--- config.mk ---
export PLATFORM = sky130hd
export DESIGN_NAME = cnn_infer_ctrl
export DESIGN_NICKNAME = d
export VERILOG_FILES = /design/src/rtl/cnn_infer_ctrl.sv
export SDC_FILE = /design/constraint.sdc
export NUM_CORES = 1
export LEC_CHECK = 0
export BUFFER_PORTS_ARGS = -buffer_cell sky130_fd_sc_hd__buf_4
export CAP_MARGIN = 20
export CORE_MARGIN = 5
export CORE_UTILIZATION = 55
export DETAILED_ROUTE_END_ITERATION = 7
export PLACE_DENSITY_LB_ADDON = 0.05
export SYNTH_ARGS = -nofsm -noshare
export SYNTH_HDL_FRONTEND = slang
export SYNTH_SLANG_ARGS = --single-unit
--- constraint.sdc ---
create_clock -name clk -period 12.5 [get_ports clk]
set_input_delay 0 -clock clk [delete_from_list [all_inputs] [get_ports clk]]
set_output_delay 0 -clock clk [all_outputs]
set_load 0.01 [all_outputs]
--- src/rtl/cnn_infer_ctrl.sv ---
// Sequencer for one MNIST inference: gates the pixel stream into cnn_top, waits for scores, runs argmax.
// Optional cycle/stall performance counters are enabled by defining CNN_PERF_CNT_EN.
module cnn_infer_ctrl #(
   parameter int IMG_H       = 28,
   parameter int IMG_W       = 28,
   parameter int DATA_W      = 8,
   parameter int ACC_W       = 32,
   parameter int NUM_CLASSES = 10,
   parameter int TIMEOUT_CYC = 100000
) (
   input  logic                             clk,
   input  logic                             rst,
   input  logic                             start,
   output logic                             busy,
   input  logic [DATA_W-1:0]                src_pixel,
   input  logic                             src_valid,
   output logic                             src_ready,
   output logic [DATA_W-1:0]                cnn_pixel,
   output logic                             cnn_valid,
   input  logic                             cnn_ready,
   input  logic [NUM_CLASSES*ACC_W-1:0]     cnn_scores,
   input  logic                             cnn_out_valid,
   output logic [$clog2(NUM_CLASSES)-1:0]   pred_class,
   output logic signed [ACC_W-1:0]          pred_score,
   output logic                             done,
`ifdef CNN_PERF_CNT_EN
   output logic [31:0]                      perf_cycles,
   output logic [31:0]                      perf_stall,
`endif
   output logic                             err
);

   localparam int NPIX  = IMG_H * IMG_W;
   localparam int PIX_W = $clog2(NPIX + 1);
   localparam int TO_W  = $clog2(TIMEOUT_CYC + 1);
   localparam int IDX_W = $clog2(NUM_CLASSES);

   typedef enum logic [2:0] {S_IDLE, S_STREAM, S_WAIT_RES, S_ARGMAX, S_DONE} state_t;

   state_t                   state_q, state_d;
   logic [PIX_W-1:0]         pix_cnt_q, pix_cnt_d;
   logic [TO_W-1:0]          to_cnt_q, to_cnt_d;
   logic [IDX_W-1:0]         idx_q, idx_d;
   logic [IDX_W-1:0]         best_idx_q, best_idx_d;
   logic signed [ACC_W-1:0]  best_q, best_d;
   logic signed [ACC_W-1:0]  scores_q [NUM_CLASSES];
   logic [IDX_W-1:0]         pred_class_q;
   logic signed [ACC_W-1:0]  pred_score_q;
   logic                     load_scores, load_pred;

   always_comb begin
      state_d     = state_q;
      pix_cnt_d   = pix_cnt_q;
      to_cnt_d    = to_cnt_q;
      idx_d       = idx_q;
      best_d      = best_q;
      best_idx_d  = best_idx_q;
      load_scores = 1'b0;
      load_pred   = 1'b0;
      err         = 1'b0;
      src_ready   = 1'b0;
      cnn_valid   = 1'b0;
      cnn_pixel   = '0;
      unique case (state_q)
         S_IDLE: begin
            if (start) begin
               state_d   = S_STREAM;
               pix_cnt_d = '0;
            end
         end
         S_STREAM: begin
            src_ready = cnn_ready;
            cnn_valid = src_valid;
            cnn_pixel = src_pixel;
            // Scores arriving before the image is complete means cnn_top is out of step.
            if (cnn_out_valid) begin
               err     = 1'b1;
               state_d = S_IDLE;
            end else if (src_valid && cnn_ready) begin
               pix_cnt_d = pix_cnt_q + 1'b1;
               if (pix_cnt_q == PIX_W'(NPIX - 1)) begin
                  state_d  = S_WAIT_RES;
                  to_cnt_d = '0;
               end
            end
         end
         S_WAIT_RES: begin
            if (cnn_out_valid) begin
               load_scores = 1'b1;
               best_d      = $signed(cnn_scores[ACC_W-1:0]);
               best_idx_d  = '0;
               idx_d       = IDX_W'(1);
               state_d     = S_ARGMAX;
            end else if (to_cnt_q == TO_W'(TIMEOUT_CYC - 1)) begin
               err     = 1'b1;
               state_d = S_IDLE;
            end else begin
               to_cnt_d = to_cnt_q + 1'b1;
            end
         end
         S_ARGMAX: begin
            // Strict compare keeps the lowest index on ties.
            if (scores_q[idx_q] > best_q) begin
               best_d     = scores_q[idx_q];
               best_idx_d = idx_q;
            end
            if (idx_q == IDX_W'(NUM_CLASSES - 1)) begin
               load_pred = 1'b1;
               state_d   = S_DONE;
            end else begin
               idx_d = idx_q + 1'b1;
            end
         end
         S_DONE: state_d = S_IDLE;
         default: state_d = S_IDLE;
      endcase
   end

   always_ff @(posedge clk) begin
      if (rst) begin
         state_q      <= S_IDLE;
         pix_cnt_q    <= '0;
         to_cnt_q     <= '0;
         idx_q        <= '0;
         pred_class_q <= '0;
         pred_score_q <= '0;
      end else begin
         state_q   <= state_d;
         pix_cnt_q <= pix_cnt_d;
         to_cnt_q  <= to_cnt_d;
         idx_q     <= idx_d;
         // Results are captured with the final compare so they are valid during the done pulse.
         if (load_pred) begin
            pred_class_q <= best_idx_d;
            pred_score_q <= best_d;
         end
      end
   end

   always_ff @(posedge clk) begin
      best_q     <= best_d;
      best_idx_q <= best_idx_d;
      if (load_scores) begin
         for (int i = 0; i < NUM_CLASSES; i++) begin
            scores_q[i] <= cnn_scores[i*ACC_W +: ACC_W];
         end
      end
   end

   assign busy       = (state_q != S_IDLE);
   assign done       = (state_q == S_DONE);
   assign pred_class = pred_class_q;
   assign pred_score = pred_score_q;

`ifdef CNN_PERF_CNT_EN
   logic [31:0] perf_cycles_q, perf_stall_q;

   function automatic logic [31:0] sat_inc(input logic [31:0] v);
      return (v == 32'hFFFF_FFFF) ? v : v + 32'd1;
   endfunction

   always_ff @(posedge clk) begin
      if (rst) begin
         perf_cycles_q <= '0;
         perf_stall_q  <= '0;
      end else if (state_q == S_IDLE) begin
         if (start) begin
            perf_cycles_q <= 32'd1;
            perf_stall_q  <= '0;
         end
      end else begin
         perf_cycles_q <= sat_inc(perf_cycles_q);
         if (state_q == S_STREAM && src_valid && !cnn_ready) begin
            perf_stall_q <= sat_inc(perf_stall_q);
         end
      end
   end

   assign perf_cycles = perf_cycles_q;
   assign perf_stall  = perf_stall_q;
`endif

endmodule

==> flow_summary_export.csv, run 1 <==
group,metric,value,unit
global_route,grt_use_total,29.21,%
pwr,p_int,2.800,mW
pwr,power_switching,1.064,mW
pwr,power_leakage,9.965,nW
route,drtAntennaViolNets,0,
critical_path,endpoint_kind,"flip-flop",
synthesis,ys_seq_elements,430,
cts,cts-resized-gates,0,
timing,worst_pin_slew,1.227,ns
job,max_cap_violations,0,
hold_path,hold_start,"cnn_ready",
die,coreArea,0.03353,mm²
cts,cts_sinks,430,
cts,cts_max_path_buffers,3,
route,first_pass_iters,5,
route,vias,14480,
timing,clock-skew-final,0.01615,ns
outcome,run_status,"complete, no violations",
timing,post-route-min-period,5.938,ns
critical_path,required,12.98,ns
synthesis,synth_ff_type,"edfxtp_1",
timing,fmax,168.4,MHz
synthesis,yosysWarnings,0,
global_route,grt_max_degree,201,
die,dieHeight,194.5,µm
synthesis,synth_top_family_by_area,"compound AO/OA/AOI/OAI gates",
synthesis,avgSynthCellArea,13.85,µm²
synthesis,synth_common_cells,"edfxtp_1 (320), dfxtp_1 (110), o21ai_0 (108), nand2_1 (97), inv_1 (68)",
hold_path,hold_depth,5,
timing,maxSlewViolCount,0,
final_layout,utilization,79.51,%
global_route,grt_remaining_overflow,0,
pwr,p_clk_share,35.9,%
route,post-route-drc-count,0,
final_layout,nNetsFinal,2392,
pwr,combPwrFrac,19.8,%
synthesis,yosys.area.top_type_share,51.32,%
pwr,vdd_ir_drop_max,0.1179,mV
cts,postCtsSetupBuffers,0,
critical_path,r2r_end,"best_q[13]",
synthesis,synth_compound_area_share,11.51,%
critical_path,criticalPathCategory,"flip-flop to flip-flop",
route,via_per_inst,5.774,
timing,rsz0062_at_grt,"no",
cts,clock-root-buffer,"clkbuf_16",
synthesis,synth_area_leaders,"edfxtp_1 (51%), dfxtp_1 (12%), mux4_2 (7.7%)",
synthesis,seq_area_frac_synth,63.08,%
critical_path,path_cells,"buf_4, mux4_2, mux2_2, o21ai_0, inv_1, ha_1, nand4_1, or3b_1, a21o_1, o211a_1, o211a_4, or3_2, buf_16, o221ai_2",
synthesis,syn_inst,1352,
timing,finalHoldViolCount,0,
cts,tritoncts,"yes",
synthesis,syn_area,0.01872,mm²
cts,cts_max_level,2,
final_layout,syn_to_final_growth,42.39,%
synthesis,syn-num-nets,1722,
critical_path,cp_data_arrival_time,6.41,ns
hold_path,hp-class,"input pin to flip-flop",
route,drt-initial-drc-count,1060,
hold_path,min_to,"pix_cnt_q[0]",
synthesis,yosysMostFrequentCell,"edfxtp_1",
placement,dp_hpwl,31160,µm
pwr,p_sw_share,27.53,%
critical_path,r2r_slack,6.56,ns
cts,cts.clk_slew.worst_paths,0.06,ns
critical_path,critPathMaxStageDelay,0.88,ns
global_route,first_global_vias,15410,
synthesis,async_reset_ff_share,0,%
pwr,power,3.863,mW
synthesis,synth-edff-count,320,
placement,portBuffers,382,
critical_path,cp_slowest_cell,"or3_2",
timing,maxSlewHeadroom,18.17,%
final_layout,antennaDiodeCount,0,
pwr,p_per_area,144.9,mW/mm²
timing,tns,0,ns
critical_path,worstRegToRegCells,14,
route,wl_per_cell,22.31,µm
die,io-pin-count,383,
final_layout,drive_gt1_share,29.24,%
synthesis,muxShareOfSynthArea,11.44,%
placement,gp_congestion,0.8035,
synthesis,ys_types,50,
synthesis,synth_top_area_cell,"edfxtp_1",
global_route,antenna_found_initial,1,
critical_path,critPathMaxFanout,73,
global_route,grt_pass1_wl,87390,µm
timing,setup_viol,0,
synthesis,synthAdderAreaFrac,2.406,%
cts,clock_latency,0.57,ns
pwr,seqPwrFrac,44.3,%
cts,cts_hold_buf,323,
synthesis,synthXorXnorAreaFrac,1.076,%
die,dieArea,0.03783,mm²
cts,cts_buffers,46,
critical_path,critPathLaunchType,"flip-flop",
route,wirelength,55930,µm
die,start_util,55.84,%
synthesis,synth_simple_gate_area_share,6.990,%
die,dieWidth,194.5,µm
timing,min_period_over_period,47.50,%
die,rows,67,
layer usage:
metal  vias up  track usage [%]  share of wire (%)
met4         2            9.479                3.2
met2       719            49.65                 50
met5         -                0              0.020
met3       111            6.094                7.7
met1      7107            37.89                 39
li1       6536                -                  -
registers in the layout (all words and copies together), names as in the netlist, named ones only:
signal / cells
best_idx_q: 4
best_q: 32
idx_q: 4
pix_cnt_q: 10
pred_class: 4
pred_score: 32
scores_q: 320
state_q: 3
to_cnt_q: 17
worst max-delay path, delay by kind of cell, from the launching register on:
kind | cells | cell delay, ns
muxes | 2 | 0.87
AOI/OAI and AO/OA | 5 | 1.55
DFF | 1 | 0.54
adders and majority gates | 1 | 0.32
buffers and inverters | 3 | 1.10
and+or+nand+nor | 3 | 1.41
cell families (layout without fill, tap and decap cells):
kind of cell | after synthesis | count (layout)
simple gates | 280 | 280
xor+xnor | 23 | 23
compound gates | 292 | 292
buf+inv | 161 | 868
fa+ha+maj | 36 | 36
flops | 430 | 430
mux | 130 | 130
worst max-delay path by stage:
| stage | from | to | slack [ns] |
|---|---|---|---|
| detailed placement | flip-flop | best_q[29] | 6.37 |
| global route | flip-flop | best_q[31] | 6.16 |
| finish | flip-flop | best_q[13] | 6.56 |
| global placement | flip-flop | best_q[27] | 6.55 |
| CTS | flip-flop | best_q[29] | 6.36 |
| floorplan | state_q[1] | flip-flop | 3.14 |
per-stage QoR:
step           area [µm²]  setup slack [ns]  hold WS, ns  cells
3_3_place_gp        21880             6.551       0.1786   2098
2_1_floorplan       18720             3.144      0.09887   1352
4_1_cts             26630             6.361    0.0002053   2506
6_report            26660             6.562      0.02776   2507
3_5_place_dp        21880             6.373       0.1793   2098
5_1_grt             26660             6.160      0.07456   2507
power by group through the flow:
stage	clock [mW]	sequential, mW	combinational (mW)
after CTS	1.39	1.70	0.752
after global placement	0	1.73	0.651
after detailed placement	0	1.73	0.666
after global routing	1.47	1.72	0.836
after floorplan	0	1.72	0.472
final	1.39	1.71	0.765
layout make-up:
| class | instances | area (µm²) |
|---|---|---|
| tap | 448 | 560.5 |
| sequential | 430 | 11820 |
| clock buffer | 62 | 1272 |
| inverter | 68 | 255.2 |
| multi-input combinational | 761 | 6294 |
| fill | 1866 | 6872 |
| timing repair buffer | 715 | 6208 |
| clock inverter | 23 | 247.7 |
placed cells by master, fill, tap and decap left out, types with 5 or more instances in the layout:
cell | netlist | layout
clkinv_2 | 0 | 6
o21ai_0 | 108 | 108
dlygate4sd3_1 | 0 | 323
and2_1 | 12 | 12
ha_1 | 36 | 36
o31a_1 | 34 | 34
bufinv_16 | 0 | 5
nor2_1 | 67 | 66
nand4_1 | 14 | 14
clkinv_1 | 0 | 7
mux2i_1 | 34 | 34
clkbuf_1 | 63 | 11
nand2_1 | 97 | 97
o221ai_2 | 30 | 30
mux2_2 | 32 | 32
nor4_1 | 6 | 6
mux4_2 | 64 | 64
o221ai_1 | 6 | 6
a211oi_1 | 35 | 35
nor3_1 | 7 | 7
inv_1 | 68 | 67
dfxtp_1 | 110 | 105
buf_4 | 2 | 390
a21oi_1 | 25 | 25
a22oi_1 | 32 | 32
xnor2_1 | 9 | 9
xor2_1 | 14 | 14
edfxtp_1 | 320 | 320
clkbuf_16 | 0 | 47
nand3_1 | 46 | 46
(Power assumes the default switching activity.)
==> inputs of run 2 (changes only) <==
--- a/config.mk
+++ b/config.mk
@@ -8,7 +8,7 @@
 export BUFFER_PORTS_ARGS = -buffer_cell sky130_fd_sc_hd__buf_4
 export CAP_MARGIN = 20
 export CORE_MARGIN = 5
-export CORE_UTILIZATION = 55
+export CORE_UTILIZATION = 50
 export DETAILED_ROUTE_END_ITERATION = 7
 export PLACE_DENSITY_LB_ADDON = 0.05
 export SYNTH_ARGS = -nofsm -noshare
==> constraint.sdc (replaced) <==
create_clock -name clk -period 5.12 [get_ports clk]
set_input_delay 0 -clock clk [delete_from_list [all_inputs] [get_ports clk]]
set_output_delay 0 -clock clk [all_outputs]
set_load 0.01 [all_outputs]
==> run 2 against run 1 <==
Net effect:
- clock-buffer cell count unchanged
- non-clock buffer count increased by 39
- sequential cell count unchanged
- clock skew increased by 0.0025 ns
- first-iteration DRC count decreased by 9.6%
- clock power increased by 140%
- sequential power increased by 140%
- setup slack got worse by 6.4 ns
- critical path type unchanged
- critical path depth increased by 1
- via count decreased by 2.3%
- wire length decreased by 0.50%
- utilization decreased by 5.9 points
==> flow_summary_export.csv, run 2 (synthesis results as in run 1) <==
group,metric,value,unit
pwr,vdd_ir_drop_max,0.2546,mV
route,wl_per_cell,21.69,µm
final_layout,drive_gt1_share,30.60,%
critical_path,cp_slowest_cell,"mux4_2",
timing,setup_slack,0.2086,ns
job,max_cap_violations,0,
cts,tritoncts,"yes",
global_route,first_global_vias,14870,
placement,pre_cts_slack,0.1840,ns
critical_path,path_buf_inv,4,
placement,dpl-instance-area,0.02227,mm²
final_layout,largest_register_ffs,320,
timing,clock-skew-final,0.01861,ns
final_layout,layout_common_cells,"buf_4 (421), dlygate4sd3_1 (323), edfxtp_1 (320), o21ai_0 (105), dfxtp_1 (105)",
final_layout,nNetsFinal,2430,
pwr,power_switching,2.566,mW
route,met1Wirelength,22410,µm
cts,cts.clk_slew.worst_paths,0.06,ns
pwr,power,9.491,mW
cts,cts_max_path_buffers,3,
global_route,antenna_found_initial,3,
route,drt-initial-drc-count,958,
timing,rsz0062_at_grt,"no",
cts,cts_sinks,430,
route,drtAntennaViolNets,0,
die,dieArea,0.04142,mm²
critical_path,cpMostUsedCell,"buf_4",
pwr,p_int,6.925,mW
final_layout,syn_to_final_growth,44.58,%
timing,whs,0.03293,ns
cts,cts_max_level,2,
critical_path,required,5.60,ns
placement,portBuffers,382,
pwr,p_sw_share,27.04,%
outcome,run_status,"complete, no violations",
pwr,seqPwrFrac,43.4,%
timing,maxSlewHeadroom,33.65,%
timing,worst_pin_slew,0.9929,ns
route,via_per_inst,5.509,
die,rows,70,
timing,fmax,203.6,MHz
critical_path,cp_top_family,"compound AO/OA/AOI/OAI gates",
die,dieHeight,203.5,µm
final_layout,final_area,0.02707,mm²
route,wirelength,55650,µm
die,dieWidth,203.5,µm
pwr,p_clk_share,35.6,%
cts,cts_buffers,45,
route,post-route-drc-count,0,
placement,place_inst,2155,
route,wl_met2,27530,µm
global_route,grt_max_degree,79,
final_layout,final_common_cell,"buf_4",
pwr,p_per_area,350.6,mW/mm²
hold_path,hp-class,"input pin to flip-flop",
global_route,grt_use_total,26.55,%
critical_path,critPathMaxFanout,28,
final_layout,instances_no_fill,2566,
critical_path,path_cells,"buf_12, mux4_2, mux2_2, o21ai_0, inv_1, ha_1, nand4_1, nor4_2, a221oi_1, o211a_1, o211a_4, buf_4, or3_2, buf_4, o221ai_1",
global_route,grt_pass1_wl,85280,µm
critical_path,critPathMaxStageDelay,0.55,ns
critical_path,cp_data_arrival_time,5.39,ns
die,io-pin-count,383,
die,start_util,50.90,%
route,vias,14140,
final_layout,utilization,73.60,%
critical_path,endpoint_kind,"flip-flop",
cts,clock_latency,0.57,ns
final_layout,regMostFlops,"scores_q",
placement,dp_hpwl,33210,µm
critical_path,critPathLaunchType,"flip-flop",
route,first_pass_iters,5,
timing,tns,0,ns
cts,clock-root-buffer,"clkbuf_16",
critical_path,criticalPathCategory,"flip-flop to flip-flop",
pwr,power_leakage,10.18,nW
timing,maxSlewViolCount,0,
route,wl_met3,3890,µm
pwr,combPwrFrac,21.0,%
die,coreArea,0.03679,mm²
timing,post-route-min-period,4.911,ns
timing,finalHoldViolCount,0,
timing,setup_viol,0,
placement,gp_congestion,0.8237,
route,top_layer_used,"met5",
timing,min_period_over_period,95.93,%
global_route,grt_remaining_overflow,0,
## run 2: changes by cell type in the layout (fill, tap and decap cells not counted), moves of 2 or more
| cell | change |
|---|---|
| clkinv_1 | -2 |
| o21ai_1 | +3 |
| diode_2 | +3 |
| buf_4 | +31 |
| buf_12 | +6 |
| o21ai_0 | -3 |
## run 2: tightest hold or removal path, delay by kind of cell
kind | cells | cell delay (ns)
buffers and inverters | 1 | 0.12
AND/OR/NAND/NOR | 2 | 0.14
AO/OA/AOI/OAI | 1 | 0.14
XOR/XNOR | 1 | 0.17
## run 2: repair_timing
action	CTS	global route
hold buffers	323	0
endpoints found under the hold margin	396	0
buffers inserted	0	2
endpoints found under the setup margin	0	51
resized for setup	0	7
## run 2: worst paths after layout
check           startpoint  depth (start not counted)  slack (ns)             to
max              flip-flop                         15        0.21     best_q[31]
min              cnn_ready                          5        0.03   pix_cnt_q[0]
max reg2reg      flip-flop                         15        0.21     best_q[31]
min reg2reg  best_idx_q[0]                          2        0.49  best_idx_q[0]
## run 2: final cells by class
type                            count  area [µm²]
Clock buffer                       62        1262
Fill cell                        2359        9713
Timing Repair Buffer              754        6580
Tap cell                          468       585.6
Clock inverter                     20       254.0
Sequential cell                   430       11820
Multi-Input combinational cell    761        6305
Antenna cell                        3       7.507
Inverter                           68       255.2
## run 2: power groups by stage
stage | clock network [mW] | registers [mW] | logic [mW]
finish | 3.38 | 4.12 | 1.99
global route | 3.58 | 4.14 | 2.19
CTS | 3.43 | 4.11 | 1.95
detailed placement | 0 | 4.18 | 1.74
global placement | 0 | 4.18 | 1.70
floorplan | 0 | 4.15 | 1.15
## run 2: metal layers
metal	vias up	global-route usage (%)
li1	6614	-
met1	6907	34.95
met2	511	44.34
met3	101	5.502
met4	2	8.986
met5	-	0
